--- config.mk ---
export PLATFORM = sky130hd
export DESIGN_NAME = uart_rx_frame_ctrl
export DESIGN_NICKNAME = d
export VERILOG_FILES = /design/src/rtl/uart_rx_frame_ctrl.sv
export SDC_FILE = /design/constraint.sdc
export NUM_CORES = 1
export LEC_CHECK = 0
export ABC_CLOCK_PERIOD_IN_PS = 2700
export CORE_AREA = 2 2 80 82
export DETAILED_ROUTE_END_ITERATION = 10
export DIE_AREA = 0 0 82 84
export PLACE_DENSITY = 0.62
export SLEW_MARGIN = 20
export SYNTH_ARGS = -nofsm -noshare
export SYNTH_HDL_FRONTEND = slang
export SYNTH_SLANG_ARGS = --single-unit
export TNS_END_PERCENT = 20
--- constraint.sdc ---
create_clock -name CLK -period 2.7 [get_ports CLK]
set_input_delay 0.54 -clock CLK [delete_from_list [all_inputs] [get_ports CLK]]
set_output_delay 0.54 -clock CLK [all_outputs]
set_load 0.01 [all_outputs]
--- src/rtl/uart_rx_frame_ctrl.sv ---
// UART receive frame controller: start detection, 3-sample majority oversampling,
// LSB-first deserialisation and frame sequencing around an external parity checker.
module uart_rx_frame_ctrl #(
  parameter int DATA_WIDTH = 8,
  parameter int PRESC_W    = 6
) (
  input  logic                  CLK,
  input  logic                  RST,
  input  logic                  RX_IN,
  input  logic [PRESC_W-1:0]    Prescale,
  input  logic                  PAR_EN,
  input  logic                  par_err,
  output logic                  sampled_bit,
  output logic                  par_chk_en,
  output logic [DATA_WIDTH-1:0] P_DATA,
  output logic                  data_valid,
  output logic                  stp_err,
  output logic                  strt_glitch,
  output logic                  rx_busy
);

  typedef enum logic [2:0] {IDLE, START, DATA, PARITY, STOP} state_t;

  localparam int                   BIT_W    = $clog2(DATA_WIDTH);
  localparam logic [BIT_W-1:0]     LAST_BIT = BIT_W'(DATA_WIDTH - 1);
  localparam logic [BIT_W-1:0]     BIT_ONE  = 1;
  localparam logic [PRESC_W-1:0]   CNT_ONE  = 1;

  state_t               state, state_nxt;
  logic [PRESC_W-1:0]   edge_cnt;
  logic [PRESC_W-1:0]   p_lat;
  logic [PRESC_W-1:0]   half;
  logic [BIT_W-1:0]     bit_cnt;
  logic                 s0, s1;
  logic                 par_flag;
  logic                 bit_end;
  logic                 shift_en;
  logic                 strt_nxt, stp_nxt, dv_nxt;

  assign half    = p_lat >> 1;
  assign bit_end = (edge_cnt == p_lat - CNT_ONE);
  assign rx_busy = (state != IDLE);

  // NOTE: registers take non-blocking assignments so every flop samples pre-edge values.
  always_ff @(posedge CLK or negedge RST) begin
    if (!RST) state <= IDLE;
    else      state <= state_nxt;
  end

  // NOTE: every output of this block is defaulted first, so no path can infer a latch.
  always_comb begin
    state_nxt  = state;
    strt_nxt   = 1'b0;
    stp_nxt    = 1'b0;
    dv_nxt     = 1'b0;
    par_chk_en = 1'b0;
    shift_en   = 1'b0;
    unique case (state)
      IDLE: if (!RX_IN) state_nxt = START;
      START: if (bit_end) begin
        if (sampled_bit) begin
          strt_nxt  = 1'b1;
          state_nxt = IDLE;
        end else begin
          state_nxt = DATA;
        end
      end
      DATA: if (bit_end) begin
        shift_en = 1'b1;
        if (bit_cnt == LAST_BIT) state_nxt = PAR_EN ? PARITY : STOP;
      end
      PARITY: if (bit_end) begin
        par_chk_en = 1'b1;
        state_nxt  = STOP;
      end
      STOP: if (bit_end) begin
        // A bad stop bit masks any parity failure.
        if (!sampled_bit)   stp_nxt = 1'b1;
        else if (!par_flag) dv_nxt  = 1'b1;
        state_nxt = IDLE;
      end
      default: state_nxt = IDLE;
    endcase
  end

  always_ff @(posedge CLK or negedge RST) begin
    if (!RST) begin
      edge_cnt    <= '0;
      p_lat       <= '0;
      bit_cnt     <= '0;
      s0          <= 1'b0;
      s1          <= 1'b0;
      sampled_bit <= 1'b0;
      par_flag    <= 1'b0;
      P_DATA      <= '0;
      strt_glitch <= 1'b0;
      stp_err     <= 1'b0;
      data_valid  <= 1'b0;
    end else begin
      strt_glitch <= strt_nxt;
      stp_err     <= stp_nxt;
      data_valid  <= dv_nxt;

      // The IDLE cycle that sees the start edge is edge 0 of the start bit.
      if (state == IDLE) begin
        edge_cnt <= RX_IN ? '0 : CNT_ONE;
        if (!RX_IN) p_lat <= Prescale;
      end else begin
        edge_cnt <= bit_end ? '0 : edge_cnt + CNT_ONE;
        if (edge_cnt == half - CNT_ONE) s0 <= RX_IN;
        if (edge_cnt == half)           s1 <= RX_IN;
        if (edge_cnt == half + CNT_ONE)
          sampled_bit <= (s0 & s1) | (s0 & RX_IN) | (s1 & RX_IN);
      end

      if (state == START && bit_end) bit_cnt <= '0;
      if (shift_en) begin
        P_DATA  <= {sampled_bit, P_DATA[DATA_WIDTH-1:1]};
        bit_cnt <= bit_cnt + BIT_ONE;
      end

      if (par_chk_en)                     par_flag <= par_err;
      else if (state == STOP && bit_end)  par_flag <= 1'b0;
    end
  end

endmodule
==> impl_results.md <==
* Die Footprint at 6890 um^2
* Maximum fanout along the worst path at 4
* Least-Margin Pin Slew at 526 ps
* Largest net degree at the start of global routing at 34
* I/O pins at 25
* Met3 routed WL at 118 um
* CP required at 2160 ps
* Rel. slew slack at 64.0%
* Clock slew at reported path FFs at 70 ps
* Critical path data arrival time at 2040 ps
* Worst skew pair latency at 290 ps
* Met2 wire length at 2120 um
* CP Launch Type: register
* Pre-CTS setup slack at -109 ps
* Post-DP HPWL at 3170 um
* Proportion of layout cells with a drive suffix above 1 at 27.2%
* Cell row count at 29
* Syn avg cell area at 10.6 um^2
* Tmin final at 2580 ps
* Met1 wire length at 2160 um
* Status: complete, no violations
* Core ar. at 6100 um^2
* Final nets at 252
* CP Capture Type: output pin
* Initial Util at 33.8%
* Detail Route Antenna Nets at 0
* PD cells at 1150 nW/um^2
* Critical path class: register to output pin
* # setup viols final at 0
* Worst setup margin at 124 ps
* Post-synth EDFFs at 0
* VDD IR max at 0.000781 V
* Vias in the first global route at 1587
* Clock root cell: clkbuf_8
* Mapped cell area at 2060 um^2
* PortBufs at 24
* Clock power share at 18.6%
* Slew Viols, Final at 0
* Register bit count reported by yosys at 33
* Worst hold slack at 493 ps
* Routed WL at 4430 um
* Mapped Nets at 213
* CTS tree: done
* DR WL/cell at 14.2 um
* Vias at 1590
* Antenna diode count at 0
* Total congestion overflow at 0
* Area growth from synthesis to layout at 27.8%
* Initial DRC count at 41
* Yosys warning total at 0
* Max Cap Violations at 0
* Net Switching at 1240 uW
* Design internal power at 1790 uW
* Unrepaired setup endpoints after global routing: no
* Power consumption at 3030 uW
* Logic pwr share at 53.9%
* Period utilization at 95.4%
* Sw Ratio at 40.9%
* H-tree levels at 2
* Num CTS Buffers at 5
* CTS Sinks at 33
* Register share of total power at 27.6%
* Residual DRC at 0
* LEAKAGE at 0.00117 uW
* Post-Synthesis Cells at 195
* Ys flop type: dfrtp_1
* Worst hold-check path type: register to register
* First-pass GRT wire length at 7450 um
* Initial antenna violation count at 0
* Max Clock Freq at 388 MHz
* Final clock skew at 4.50 ps
* Post-synth ARST share at 100%
* Gpl congestion at 0.816
* Die extent in x at 82 um
* Cell variety after synth at 53
* CTS Hold Bufs at 0
* Clock Path Buffers at 2
* First-pass detailed-route iteration total at 4
* Highest Signal Layer: met4
* Final-report hold violation count at 0
* Via density at 5.10
* Die H at 84 um
* GRT Overall Usage at 13.9%
* Seq/Total Area, Yosys at 40.1%
## cells by family (layout without fill, tap and decap cells)
logic type / Yosys count / in the layout / synth area share [%]
XOR/XNOR: 21 / 21 / 9.30
multiplexers: 14 / 14 / 9.11
flip-flops: 33 / 33 / 40.1
AO/OA/AOI/OAI: 32 / 32 / 12.9
AND/OR/NAND/NOR: 64 / 64 / 18.2
buffers and inverters: 23 / 63 / 5.71
adder cells (fa/ha/maj): 8 / 8 / 4.74
## metrics by stage
| stage | setup TNS, ps | util [%] | std cells | instance area, um^2 |
|---|---|---|---|---|
| finish | 0 | 43.2 | 312 | 2630 |
| global route | 0 | 43.2 | 312 | 2630 |
| CTS | 0 | 42.8 | 311 | 2610 |
| detailed placement | -109 | 40.5 | 303 | 2470 |
| global placement | -91.1 | 40.5 | 303 | 2470 |
| floorplan | 0 | - | 195 | 2060 |
## area by class of cell
type	instances	area [um^2]
Clock buffer	5	68.8
Clock inverter	3	65.1
Fill cell	623	3460
Inverter	9	33.8
Multi-Input combinational cell	139	1140
Sequential cell	33	826
Tap cell	77	96.3
Timing Repair Buffer	46	400
## synthesized netlist by cell type, drive strengths merged (2+ instances only)
| library cell | instances | share of area (%) |
|---|---|---|
| a2111oi | 2 | 1.8 |
| a211oi | 2 | 0.73 |
| a21o | 2 | 0.79 |
| a21oi | 2 | 0.49 |
| a31oi | 4 | 1.2 |
| a32oi | 2 | 0.85 |
| and2 | 3 | 0.97 |
| and3 | 5 | 1.6 |
| buf | 11 | 3.5 |
| clkbuf | 3 | 0.55 |
| dfrtp | 33 | 40 |
| ha | 7 | 4.3 |
| inv | 9 | 1.6 |
| mux2 | 14 | 9.1 |
| nand2 | 14 | 2.7 |
| nand3 | 10 | 3.3 |
| nor2 | 9 | 1.8 |
| nor2b | 3 | 0.91 |
| nor3 | 9 | 2.2 |
| nor4 | 4 | 1.2 |
| o211ai | 2 | 0.73 |
| o21ai | 5 | 1.2 |
| o2bb2ai | 2 | 0.85 |
| or3 | 2 | 0.61 |
| xnor2 | 9 | 3.8 |
| xor2 | 12 | 5.5 |
## flip-flops by register name, indices dropped and copies added (netlist names), 3 cells and up
signal and count:
state 3, p_lat 6, bit_cnt 3, edge_cnt 6
P_DATA 8
## power groups by stage
stage          sequential, uW  combinational, uW  clock [uW]
2_1_floorplan             760               1230           0
3_3_place_gp              834               1560           0
3_5_place_dp              838               1580           0
4_1_cts                   835               1610         568
5_1_grt                   860               1800         601
6_report                  834               1630         562
## worst max-delay path, stage by stage (launching register included)
cell and delay (ps):
dfrtp_1 390, inv_2 100, buf_4 110, ha_1 150, nand2_2 90, and3_2 230, a2111oi_4 300, nand2_2 110
nor3_2 120, buf_2 150
## placed cells by master, fill, tap and decap left out, types with 3 or more instances in the layout
master	synthesis	final
clkdlybuf4s50_1	0	23
nor2_1	8	8
nand3_1	8	8
xnor2_1	9	9
o21ai_0	5	5
nor3_1	9	8
nor4_1	4	4
ha_1	7	6
buf_4	2	22
inv_1	9	7
clkbuf_8	0	5
xor2_1	11	11
dfrtp_1	33	33
nand2_1	13	12
nor2b_1	3	3
a31oi_1	4	4
and3_1	4	4
mux2_2	6	6
mux2_4	8	8
## metal layers
| layer | up-vias | track usage (%) |
|---|---|---|
| met5 | - | 0 |
| met4 | 0 | 3.64 |
| met3 | 4 | 3.46 |
| met2 | 25 | 21.2 |
| met1 | 795 | 19.6 |
| li1 | 766 | - |
## repair_timing
| action | 4_1_cts | 5_1_grt |
|---|---|---|
| resized for setup | 7 | 4 |
| setup buffers | 0 | 1 |
| pin swaps | 1 | 4 |
| endpoints found under the setup margin | 1 | 1 |
## path summary, 6_finish.rpt
kind | to | slack (ps) | cells past startpoint | startpoint
setup reg to reg | s0 | 320 | 6 | p_lat[3]
min in group asynchronous | p_lat[0] | 660 | 2 | RST
hold / removal | data_valid | 490 | 1 | par_flag
setup / recovery | par_chk_en | 120 | 9 | p_lat[1]
max in group asynchronous | edge_cnt[5] | 1730 | 2 | RST
hold reg to reg | data_valid | 490 | 1 | par_flag
(Power assumes the default switching activity.)
